$ cat src/rtl/mvm_pkg.sv
// Shared definitions for the MVM tile scheduler.
//   NUM_BIT  : signed Q1.7 element width
//   DIM      : result vector length
//   state_t  : scheduler FSM states
//   sat_add  : saturating signed add of two elements
package mvm_pkg;

    localparam int unsigned NUM_BIT = 8;
    localparam int unsigned DIM     = 8;

    typedef enum logic [2:0] {
        ST_IDLE,
        ST_FETCH,
        ST_START,
        ST_BUSY,
        ST_ACCUM,
        ST_OUTPUT
    } state_t;

    typedef logic signed [NUM_BIT-1:0] elem_t;

    // Sum at NUM_BIT+1 bits; if the top two bits disagree the result left the
    // representable range and is pinned to the limit on the side of the sign.
    function automatic elem_t sat_add(input elem_t a, input elem_t b);
        logic signed [NUM_BIT:0] s;
        s = (NUM_BIT+1)'(a) + (NUM_BIT+1)'(b);
        if (s[NUM_BIT] != s[NUM_BIT-1]) begin
            return s[NUM_BIT] ? {1'b1, {(NUM_BIT-1){1'b0}}}
                              : {1'b0, {(NUM_BIT-1){1'b1}}};
        end
        return s[NUM_BIT-1:0];
    endfunction

endpackage

$ cat src/rtl/mvm_sched_if.sv
// Job / fetch / MVM / result signal bundle of the MVM tile scheduler.
//   master : scheduler side (drives o_*, receives i_*)
//   slave  : environment side (job source, operand fetcher, MVM datapath,
//            result sink)
interface mvm_sched_if #(
    parameter int unsigned NUM_BIT   = mvm_pkg::NUM_BIT,
    parameter int unsigned DIM       = mvm_pkg::DIM,
    parameter int unsigned MAX_TILES = 16
);

    localparam int unsigned TILE_W = $clog2(MAX_TILES + 1);
    localparam int unsigned IDX_W  = $clog2(MAX_TILES);

    logic                          i_job_valid;
    logic [TILE_W-1:0]             i_job_tiles;
    logic                          o_job_ready;
    logic                          o_fetch_req;
    logic [IDX_W-1:0]              o_fetch_tile;
    logic                          i_fetch_ack;
    logic                          o_mvm_start;
    logic                          i_mvm_isAcc;
    logic [DIM-1:0][NUM_BIT-1:0]   i_mvm_y;
    logic [DIM-1:0][NUM_BIT-1:0]   o_y_vector;
    logic                          o_out_valid;
    logic                          i_out_ready;
    logic                          o_busy;
    logic                          o_err;

    modport master (
        input  i_job_valid, i_job_tiles, i_fetch_ack, i_mvm_isAcc, i_mvm_y,
               i_out_ready,
        output o_job_ready, o_fetch_req, o_fetch_tile, o_mvm_start,
               o_y_vector, o_out_valid, o_busy, o_err
    );

    modport slave (
        output i_job_valid, i_job_tiles, i_fetch_ack, i_mvm_isAcc, i_mvm_y,
               i_out_ready,
        input  o_job_ready, o_fetch_req, o_fetch_tile, o_mvm_start,
               o_y_vector, o_out_valid, o_busy, o_err
    );

endinterface

$ cat src/rtl/mvm_acc_bank.sv
// Bank of DIM saturating accumulators.
//   clk, rst : clock, synchronous active-high reset
//   clr      : zero all accumulators (takes priority over en)
//   en       : acc[i] <= sat(acc[i] + addend[i])
//   addend   : vector added when en is high
//   acc      : accumulator contents
module mvm_acc_bank #(
    parameter int unsigned NUM_BIT = mvm_pkg::NUM_BIT,
    parameter int unsigned DIM     = mvm_pkg::DIM
) (
    input  logic                        clk,
    input  logic                        rst,
    input  logic                        clr,
    input  logic                        en,
    input  logic [DIM-1:0][NUM_BIT-1:0] addend,
    output logic [DIM-1:0][NUM_BIT-1:0] acc
);

    import mvm_pkg::*;

    always_ff @(posedge clk) begin
        if (rst || clr) begin
            acc <= '0;
        end else if (en) begin
            for (int unsigned i = 0; i < DIM; i++) begin
                acc[i] <= sat_add(acc[i], addend[i]);
            end
        end
    end

endmodule

$ cat src/rtl/mvm_sched.sv
// MVM tile scheduler: accepts a job of N tiles, fetches each tile's operands,
// starts the MVM datapath, waits for the accumulating flag to fall, adds the
// MVM result into a saturating accumulator bank and finally presents the
// accumulated vector on a valid/ready handshake.
//   i_clk_mvmSched : clock, rising edge
//   i_rst_mvmSched : synchronous active-high reset
//   bus            : job, fetch, MVM and result signals (mvm_sched_if.master)
// A job that stays in BUSY for TIMEOUT cycles is dropped with sticky o_err.
module mvm_sched #(
    parameter int unsigned NUM_BIT   = mvm_pkg::NUM_BIT,
    parameter int unsigned DIM       = mvm_pkg::DIM,
    parameter int unsigned MAX_TILES = 16,
    parameter int unsigned TIMEOUT   = 1024
) (
    input  logic          i_clk_mvmSched,
    input  logic          i_rst_mvmSched,
    mvm_sched_if.master   bus
);

    import mvm_pkg::*;

    localparam int unsigned TILE_W = $clog2(MAX_TILES + 1);
    localparam int unsigned IDX_W  = $clog2(MAX_TILES);
    localparam int unsigned CNT_W  = $clog2(TIMEOUT + 1);

    state_t                       state;
    logic [TILE_W-1:0]            tiles;
    logic [IDX_W-1:0]             idx;
    logic [CNT_W-1:0]             busy_cnt;
    logic                         acc_hist;

    logic [TILE_W-1:0]            tiles_clamped;
    logic [TILE_W-1:0]            next_idx;
    logic                         accept;
    logic                         acc_en;
    logic [DIM-1:0][NUM_BIT-1:0]  acc_q;

    always_comb begin
        tiles_clamped = (bus.i_job_tiles > TILE_W'(MAX_TILES))
                        ? TILE_W'(MAX_TILES) : bus.i_job_tiles;
        next_idx      = TILE_W'(idx) + TILE_W'(1);
        accept        = (state == ST_IDLE) && bus.i_job_valid && bus.o_job_ready;
        acc_en        = (state == ST_ACCUM);
    end

    assign bus.o_fetch_tile = idx;
    assign bus.o_y_vector   = acc_q;

    mvm_acc_bank #(
        .NUM_BIT (NUM_BIT),
        .DIM     (DIM)
    ) u_acc_bank (
        .clk    (i_clk_mvmSched),
        .rst    (i_rst_mvmSched),
        .clr    (accept),
        .en     (acc_en),
        .addend (bus.i_mvm_y),
        .acc    (acc_q)
    );

    always_ff @(posedge i_clk_mvmSched) begin
        if (i_rst_mvmSched) begin
            state           <= ST_IDLE;
            tiles           <= '0;
            idx             <= '0;
            busy_cnt        <= '0;
            acc_hist        <= 1'b0;
            bus.o_job_ready <= 1'b1;
            bus.o_fetch_req <= 1'b0;
            bus.o_mvm_start <= 1'b0;
            bus.o_out_valid <= 1'b0;
            bus.o_busy      <= 1'b0;
            bus.o_err       <= 1'b0;
        end else begin
            case (state)
                ST_IDLE: begin
                    if (accept) begin
                        tiles           <= tiles_clamped;
                        idx             <= '0;
                        bus.o_err       <= 1'b0;
                        bus.o_job_ready <= 1'b0;
                        bus.o_busy      <= 1'b1;
                        // An empty job skips straight to presenting the
                        // freshly cleared (all-zero) accumulators.
                        if (tiles_clamped == '0) begin
                            state           <= ST_OUTPUT;
                            bus.o_out_valid <= 1'b1;
                        end else begin
                            state           <= ST_FETCH;
                            bus.o_fetch_req <= 1'b1;
                        end
                    end
                end

                ST_FETCH: begin
                    if (bus.i_fetch_ack) begin
                        state           <= ST_START;
                        bus.o_fetch_req <= 1'b0;
                        bus.o_mvm_start <= 1'b1;
                    end
                end

                ST_START: begin
                    state           <= ST_BUSY;
                    bus.o_mvm_start <= 1'b0;
                    // Forget any isAcc level left over from the previous tile
                    // so only a fresh 1->0 transition counts as completion.
                    acc_hist        <= 1'b0;
                    busy_cnt        <= '0;
                end

                ST_BUSY: begin
                    acc_hist <= bus.i_mvm_isAcc;
                    busy_cnt <= busy_cnt + CNT_W'(1);
                    if (acc_hist && !bus.i_mvm_isAcc) begin
                        state <= ST_ACCUM;
                    end else if (busy_cnt == CNT_W'(TIMEOUT - 1)) begin
                        state           <= ST_IDLE;
                        bus.o_err       <= 1'b1;
                        bus.o_job_ready <= 1'b1;
                        bus.o_busy      <= 1'b0;
                    end
                end

                ST_ACCUM: begin
                    // Index only advances when another tile follows, so it
                    // never wraps past the last valid tile number.
                    if (next_idx < tiles) begin
                        state           <= ST_FETCH;
                        idx             <= idx + IDX_W'(1);
                        bus.o_fetch_req <= 1'b1;
                    end else begin
                        state           <= ST_OUTPUT;
                        bus.o_out_valid <= 1'b1;
                    end
                end

                ST_OUTPUT: begin
                    if (bus.i_out_ready) begin
                        state           <= ST_IDLE;
                        bus.o_out_valid <= 1'b0;
                        bus.o_job_ready <= 1'b1;
                        bus.o_busy      <= 1'b0;
                    end
                end

                default: begin
                    state           <= ST_IDLE;
                    bus.o_job_ready <= 1'b1;
                    bus.o_fetch_req <= 1'b0;
                    bus.o_mvm_start <= 1'b0;
                    bus.o_out_valid <= 1'b0;
                    bus.o_busy      <= 1'b0;
                end
            endcase
        end
    end

endmodule

$ cat src/flat_wrapper.sv
// flat-port wrapper written by rule: the top's interface ports become plain ports
module mvm_sched_flat import mvm_pkg::*;
#(
    parameter int unsigned NUM_BIT   = mvm_pkg::NUM_BIT,
    parameter int unsigned DIM       = mvm_pkg::DIM,
    parameter int unsigned MAX_TILES = 16,
    parameter int unsigned TIMEOUT   = 1024
)
  (i_clk_mvmSched, i_rst_mvmSched, bus_i_job_valid, bus_i_job_tiles, bus_i_fetch_ack, bus_i_mvm_isAcc, bus_i_mvm_y, bus_i_out_ready, bus_o_job_ready, bus_o_fetch_req, bus_o_fetch_tile, bus_o_mvm_start, bus_o_y_vector, bus_o_out_valid, bus_o_busy, bus_o_err);
  mvm_sched_if #(.NUM_BIT(NUM_BIT), .DIM(DIM), .MAX_TILES(MAX_TILES)) bus_i ();
  input  logic i_clk_mvmSched;
  input  logic i_rst_mvmSched;
  input wire logic [$bits(bus_i.i_job_valid)-1:0] bus_i_job_valid;
  input wire logic [$bits(bus_i.i_job_tiles)-1:0] bus_i_job_tiles;
  input wire logic [$bits(bus_i.i_fetch_ack)-1:0] bus_i_fetch_ack;
  input wire logic [$bits(bus_i.i_mvm_isAcc)-1:0] bus_i_mvm_isAcc;
  input wire logic [$bits(bus_i.i_mvm_y)-1:0] bus_i_mvm_y;
  input wire logic [$bits(bus_i.i_out_ready)-1:0] bus_i_out_ready;
  output wire logic [$bits(bus_i.o_job_ready)-1:0] bus_o_job_ready;
  output wire logic [$bits(bus_i.o_fetch_req)-1:0] bus_o_fetch_req;
  output wire logic [$bits(bus_i.o_fetch_tile)-1:0] bus_o_fetch_tile;
  output wire logic [$bits(bus_i.o_mvm_start)-1:0] bus_o_mvm_start;
  output wire logic [$bits(bus_i.o_y_vector)-1:0] bus_o_y_vector;
  output wire logic [$bits(bus_i.o_out_valid)-1:0] bus_o_out_valid;
  output wire logic [$bits(bus_i.o_busy)-1:0] bus_o_busy;
  output wire logic [$bits(bus_i.o_err)-1:0] bus_o_err;
  assign bus_i.i_job_valid = bus_i_job_valid;
  assign bus_i.i_job_tiles = bus_i_job_tiles;
  assign bus_i.i_fetch_ack = bus_i_fetch_ack;
  assign bus_i.i_mvm_isAcc = bus_i_mvm_isAcc;
  assign bus_i.i_mvm_y = bus_i_mvm_y;
  assign bus_i.i_out_ready = bus_i_out_ready;
  assign bus_o_job_ready = bus_i.o_job_ready;
  assign bus_o_fetch_req = bus_i.o_fetch_req;
  assign bus_o_fetch_tile = bus_i.o_fetch_tile;
  assign bus_o_mvm_start = bus_i.o_mvm_start;
  assign bus_o_y_vector = bus_i.o_y_vector;
  assign bus_o_out_valid = bus_i.o_out_valid;
  assign bus_o_busy = bus_i.o_busy;
  assign bus_o_err = bus_i.o_err;
  mvm_sched #(.NUM_BIT(NUM_BIT), .DIM(DIM), .MAX_TILES(MAX_TILES), .TIMEOUT(TIMEOUT)) u_core (.i_clk_mvmSched(i_clk_mvmSched), .i_rst_mvmSched(i_rst_mvmSched), .bus(bus_i));
endmodule
$ cat config.mk
export PLATFORM = sky130hd
export DESIGN_NAME = mvm_sched_flat
export DESIGN_NICKNAME = d
export VERILOG_FILES = /design/src/rtl/mvm_pkg.sv /design/src/rtl/mvm_sched_if.sv /design/src/rtl/mvm_acc_bank.sv /design/src/rtl/mvm_sched.sv /design/src/flat_wrapper.sv
export SDC_FILE = /design/constraint.sdc
export NUM_CORES = 1
export LEC_CHECK = 0
export CAP_MARGIN = 20
export CELL_PAD_IN_SITES_DETAIL_PLACEMENT = 1
export CELL_PAD_IN_SITES_GLOBAL_PLACEMENT = 2
export CORE_MARGIN = 5
export CORE_UTILIZATION = 30
export CTS_CLUSTER_DIAMETER = 30
export CTS_CLUSTER_SIZE = 8
export DETAILED_ROUTE_END_ITERATION = 16
export PLACE_DENSITY_LB_ADDON = 0.1
export SETUP_SLACK_MARGIN = 0.5
export SYNTH_ARGS = -nofsm -noshare
export SYNTH_HDL_FRONTEND = slang
export SYNTH_SLANG_ARGS = --single-unit
$ cat constraint.sdc
create_clock -name i_clk_mvmSched -period 3.3 [get_ports i_clk_mvmSched]
set_input_delay 0.66 -clock i_clk_mvmSched [delete_from_list [all_inputs] [get_ports i_clk_mvmSched]]
set_output_delay 0.66 -clock i_clk_mvmSched [all_outputs]
set_load 0.02 [all_outputs]
==> results.md <==
- Outcome: finished, final reports clean
- DRT Pass-1 Iters: 4
- Remaining DRCs: 0
- Ratio of cells with drive above 1 in the final layout: 0.120
- Setup WS pre-CTS: 0.0233 ns
- IO Port Bufs: 148
- Setup TNS Final: 0 ns
- Worst skew pair latency: 0.36 ns
- Antenna Cells: 0
- Post-synthesis cell area: a little under 0.007 mm^2
- Cts hold-fix bufs: 0
- Buf/Inv on CP: 2
- Die X: 160 um
- Mapped Nets: 947
- Final ANT Viol Nets: 0
- Number of synthesized flops with an enable pin: 0
- Ys flop type: dfxtp_1
- Mean Syn Cell Area: 8.49 um^2
- Fin nets: 1089
- First-pass GRT wire length: 35300 um
- Clock Tree Buf Depth: 2
- IO Pins: ~150
- Count of cell types in the netlist: 65
- TritonCTS clock tree: done
- Maximum clock frequency: between 300 and 400 MHz
- CP endpoint kind: register
- CP Class: input port to register
- Worst-Margin Slew: 0.638 ns
- Critical Path RT: 3.59 ns
- Synthesis warning total: 0
- Crit-path max FO: 8
- Arr. time, crit path: 3.02 ns
- Top cell family by delay on the critical path: adder cells
- Routed Wire Length: between 20000 and 25000 um
- Die Y-Extent: 160 um
- Critical-path cell list: clkdlybuf4s50_1 -> ha_4 -> inv_1 -> fa_2 -> nand2b_4 -> a21oi_2 -> a211oi_1 -> o31a_2 -> maj3_1 -> a21oi_1
- Pwr dens: 334 mW/mm^2
- Worst setup margin: around 0.57 ns
- Critical Path Start Type: input port
- Detailed router's first-iteration violation count: approximately 200
- Most frequent cells in the layout: 147 x clkdlybuf4s50_1, 102 x a21oi_1, 94 x dfxtp_1
- Area growth syn-to-layout: 35.1%
- CTS clk-pin slew, worst paths: 0.07 ns
- Fraction of registers with async set or reset after synthesis: 0
- Vias: between 6000 and 7000
- Core Footprint: 0.0220 mm^2
- Max VDD drop: roughly 200 uV
- CTS Root Cell: clkbuf_16
- Largest net degree at the start of global routing: 67
- Vias in the first global route: 7001
- Fin Clk Skew: 0.0116 ns
- Gr usage total: 0.164
- Slowest CP cell: clkdlybuf4s50_1
- Max-Slew Margin vs Limit: 0.574
- # setup viols final: 0
- Max_cap viols: 0
- CP peak stage delay: around 0.50 ns
- Row Count: 54
- Commonest non-fill, non-tap cell in the layout: clkdlybuf4s50_1
- Gp weighted congestion: about 0.8
- Final period util: 0.826
- Seq/Total Area, Yosys: 0.279
- Register bit count reported by yosys: 94
- DR WL/cell: 17.4 um
- Detailed placer's ending HPWL: 15900 um
- Total die area: 0.0256 mm^2
- Tmin final: 2.73 ns
- Inserted Clock Buffers: 9
- GRT overflow: 0
- H-Tree Depth: 3
- Overall power: 3.04 mW
- Initial core utilization: 0.307
- Leak: 3.50 nW
- Hold Fails Final Rpt: 0
- Cells after synthesis: approximately 790
- Clk sink count: 94
- Hold crit path type: register to register
- DR vias/cell: 5.27
- RSZ-0062 raised after global routing: yes
- Number of antenna violations at the first check in global routing: 2
- Slew Viols, Final: 0
Yosys cell counts (2+ instances only):
cell type / number / area (um^2)
a211oi_1: 15 / 113
a21o_1: 15 / 113
a21oi_1: 115 / 576
a21oi_2: 3 / 26.3
a22oi_1: 4 / 30.0
a31oi_1: 10 / 62.6
and3_1: 3 / 18.8
buf_1: 2 / 7.51
buf_2: 11 / 55.1
clkbuf_1: 22 / 82.6
dfxtp_1: 94 / 1880
fa_1: 8 / 160
ha_1: 70 / 876
inv_1: 44 / 165
maj3_1: 49 / 490
maj3_2: 7 / 78.8
mux2_2: 3 / 33.8
mux2i_1: 3 / 30.0
nand2_1: 39 / 146
nand2b_1: 21 / 131
nand3_1: 13 / 65.1
nand3b_1: 2 / 15.0
nor2_1: 35 / 131
nor2b_1: 5 / 31.3
nor3_1: 12 / 60.1
nor3b_1: 4 / 30.0
o211ai_1: 16 / 120
o21a_1: 3 / 22.5
o21ai_0: 76 / 380
o21ai_1: 3 / 15.0
o221a_2: 4 / 45.0
o31a_1: 3 / 26.3
xnor2_1: 14 / 123
xor2_1: 35 / 307
layer usage:
| metal | GRT usage | vias up | routed length (um) |
|---|---|---|---|
| li1 | - | 3157 | - |
| met3 | 0.0485 | 23 | 1010 |
| met2 | 0.282 | 112 | 10300 |
| met4 | 0.0379 | 4 | 281 |
| met1 | 0.203 | 3133 | 9610 |
| met5 | 0 | - | 21 |
layout make-up:
type | count | area, um^2
clock buffer | 10 | 239
clock inverter | 6 | 115
fill | 2555 | 12800
inverter | 45 | 169
multi-input combinational | 618 | 4720
sequential | 94 | 1880
tap | 280 | 350
timing repair buffer | 168 | 1630
worst reg2reg max path, delay by kind of cell, from the launching register on:
kind,cells,cell delay [ns]
AOI/OAI and AO/OA,3,0.58
xor gates and xnor gates,1,0.19
and+or+nand+nor,3,0.60
adders and majority gates,2,0.54
DFF,1,0.46
sequential cells by signal, summed over array words and instances, names as in the netlist:
| signal | count |
|---|---|
| u_core.bus.o_job_ready | 1 |
| u_core.state | 3 |
| u_core.busy_cnt | 11 |
| u_core.bus.o_fetch_req | 1 |
| u_core.bus.o_err | 1 |
| u_core.bus.o_fetch_tile | 4 |
| u_core.tiles | 5 |
| u_core.u_acc_bank.acc | 64 |
| u_core.acc_hist | 1 |
| u_core.bus.o_out_valid | 1 |
| u_core.bus.o_busy | 1 |
| u_core.bus.o_mvm_start | 1 |
through the flow:
stage               area [um^2]  std cells   util  hold WS, ns
floorplan                  6740        794      -        0.457
global placement           8540       1200  0.389        0.470
detailed placement         8540       1200  0.389        0.483
CTS                        8930       1217  0.407        0.496
global route               9110       1221  0.415        0.519
finish                     9110       1221  0.415        0.491
report_power, final:
| group | leakage (nW) | internal (mW) | total (mW) | switching [mW] |
|---|---|---|---|---|
| clock network | 0.170 | 0.768 | 1.27 | 0.500 |
| logic | 2.57 | 0.280 | 0.595 | 0.314 |
| registers | 0.759 | 1.16 | 1.18 | 0.0256 |
timing repair:
action	in CTS	in global routing
buffers inserted	1	4
pin swaps	5	15
endpoints found under the setup margin	23	57
resized for setup	9	44
worst paths after layout:
kind	start	end	slack (ns)	cells after the start
max	bus_i_mvm_y[56]	u_core.u_acc_bank.acc[60]$_SDFFE_PP0P_	0.57	10
min	u_core.u_acc_bank.acc[31]$_SDFFE_PP0P_	u_core.u_acc_bank.acc[31]$_SDFFE_PP0P_	0.49	2
max reg2reg	u_core.bus.o_fetch_tile[0]$_SDFFE_PP0P_	u_core.bus.o_fetch_tile[0]$_SDFFE_PP0P_	0.88	9
min reg2reg	u_core.u_acc_bank.acc[31]$_SDFFE_PP0P_	u_core.u_acc_bank.acc[31]$_SDFFE_PP0P_	0.49	2
kinds of logic (layout without fill, tap and decap cells):
group,after synthesis,count (layout),share of synthesized area
adders and majority gates,134,134,0.238
and+or+nand+nor,147,147,0.111
xor gates and xnor gates,49,49,0.0636
AOI/OAI and AO/OA,282,282,0.250
buffers and inverters,82,229,0.0494
muxes,6,6,0.00946
DFF,94,94,0.279
(Power assumes the default switching activity.)
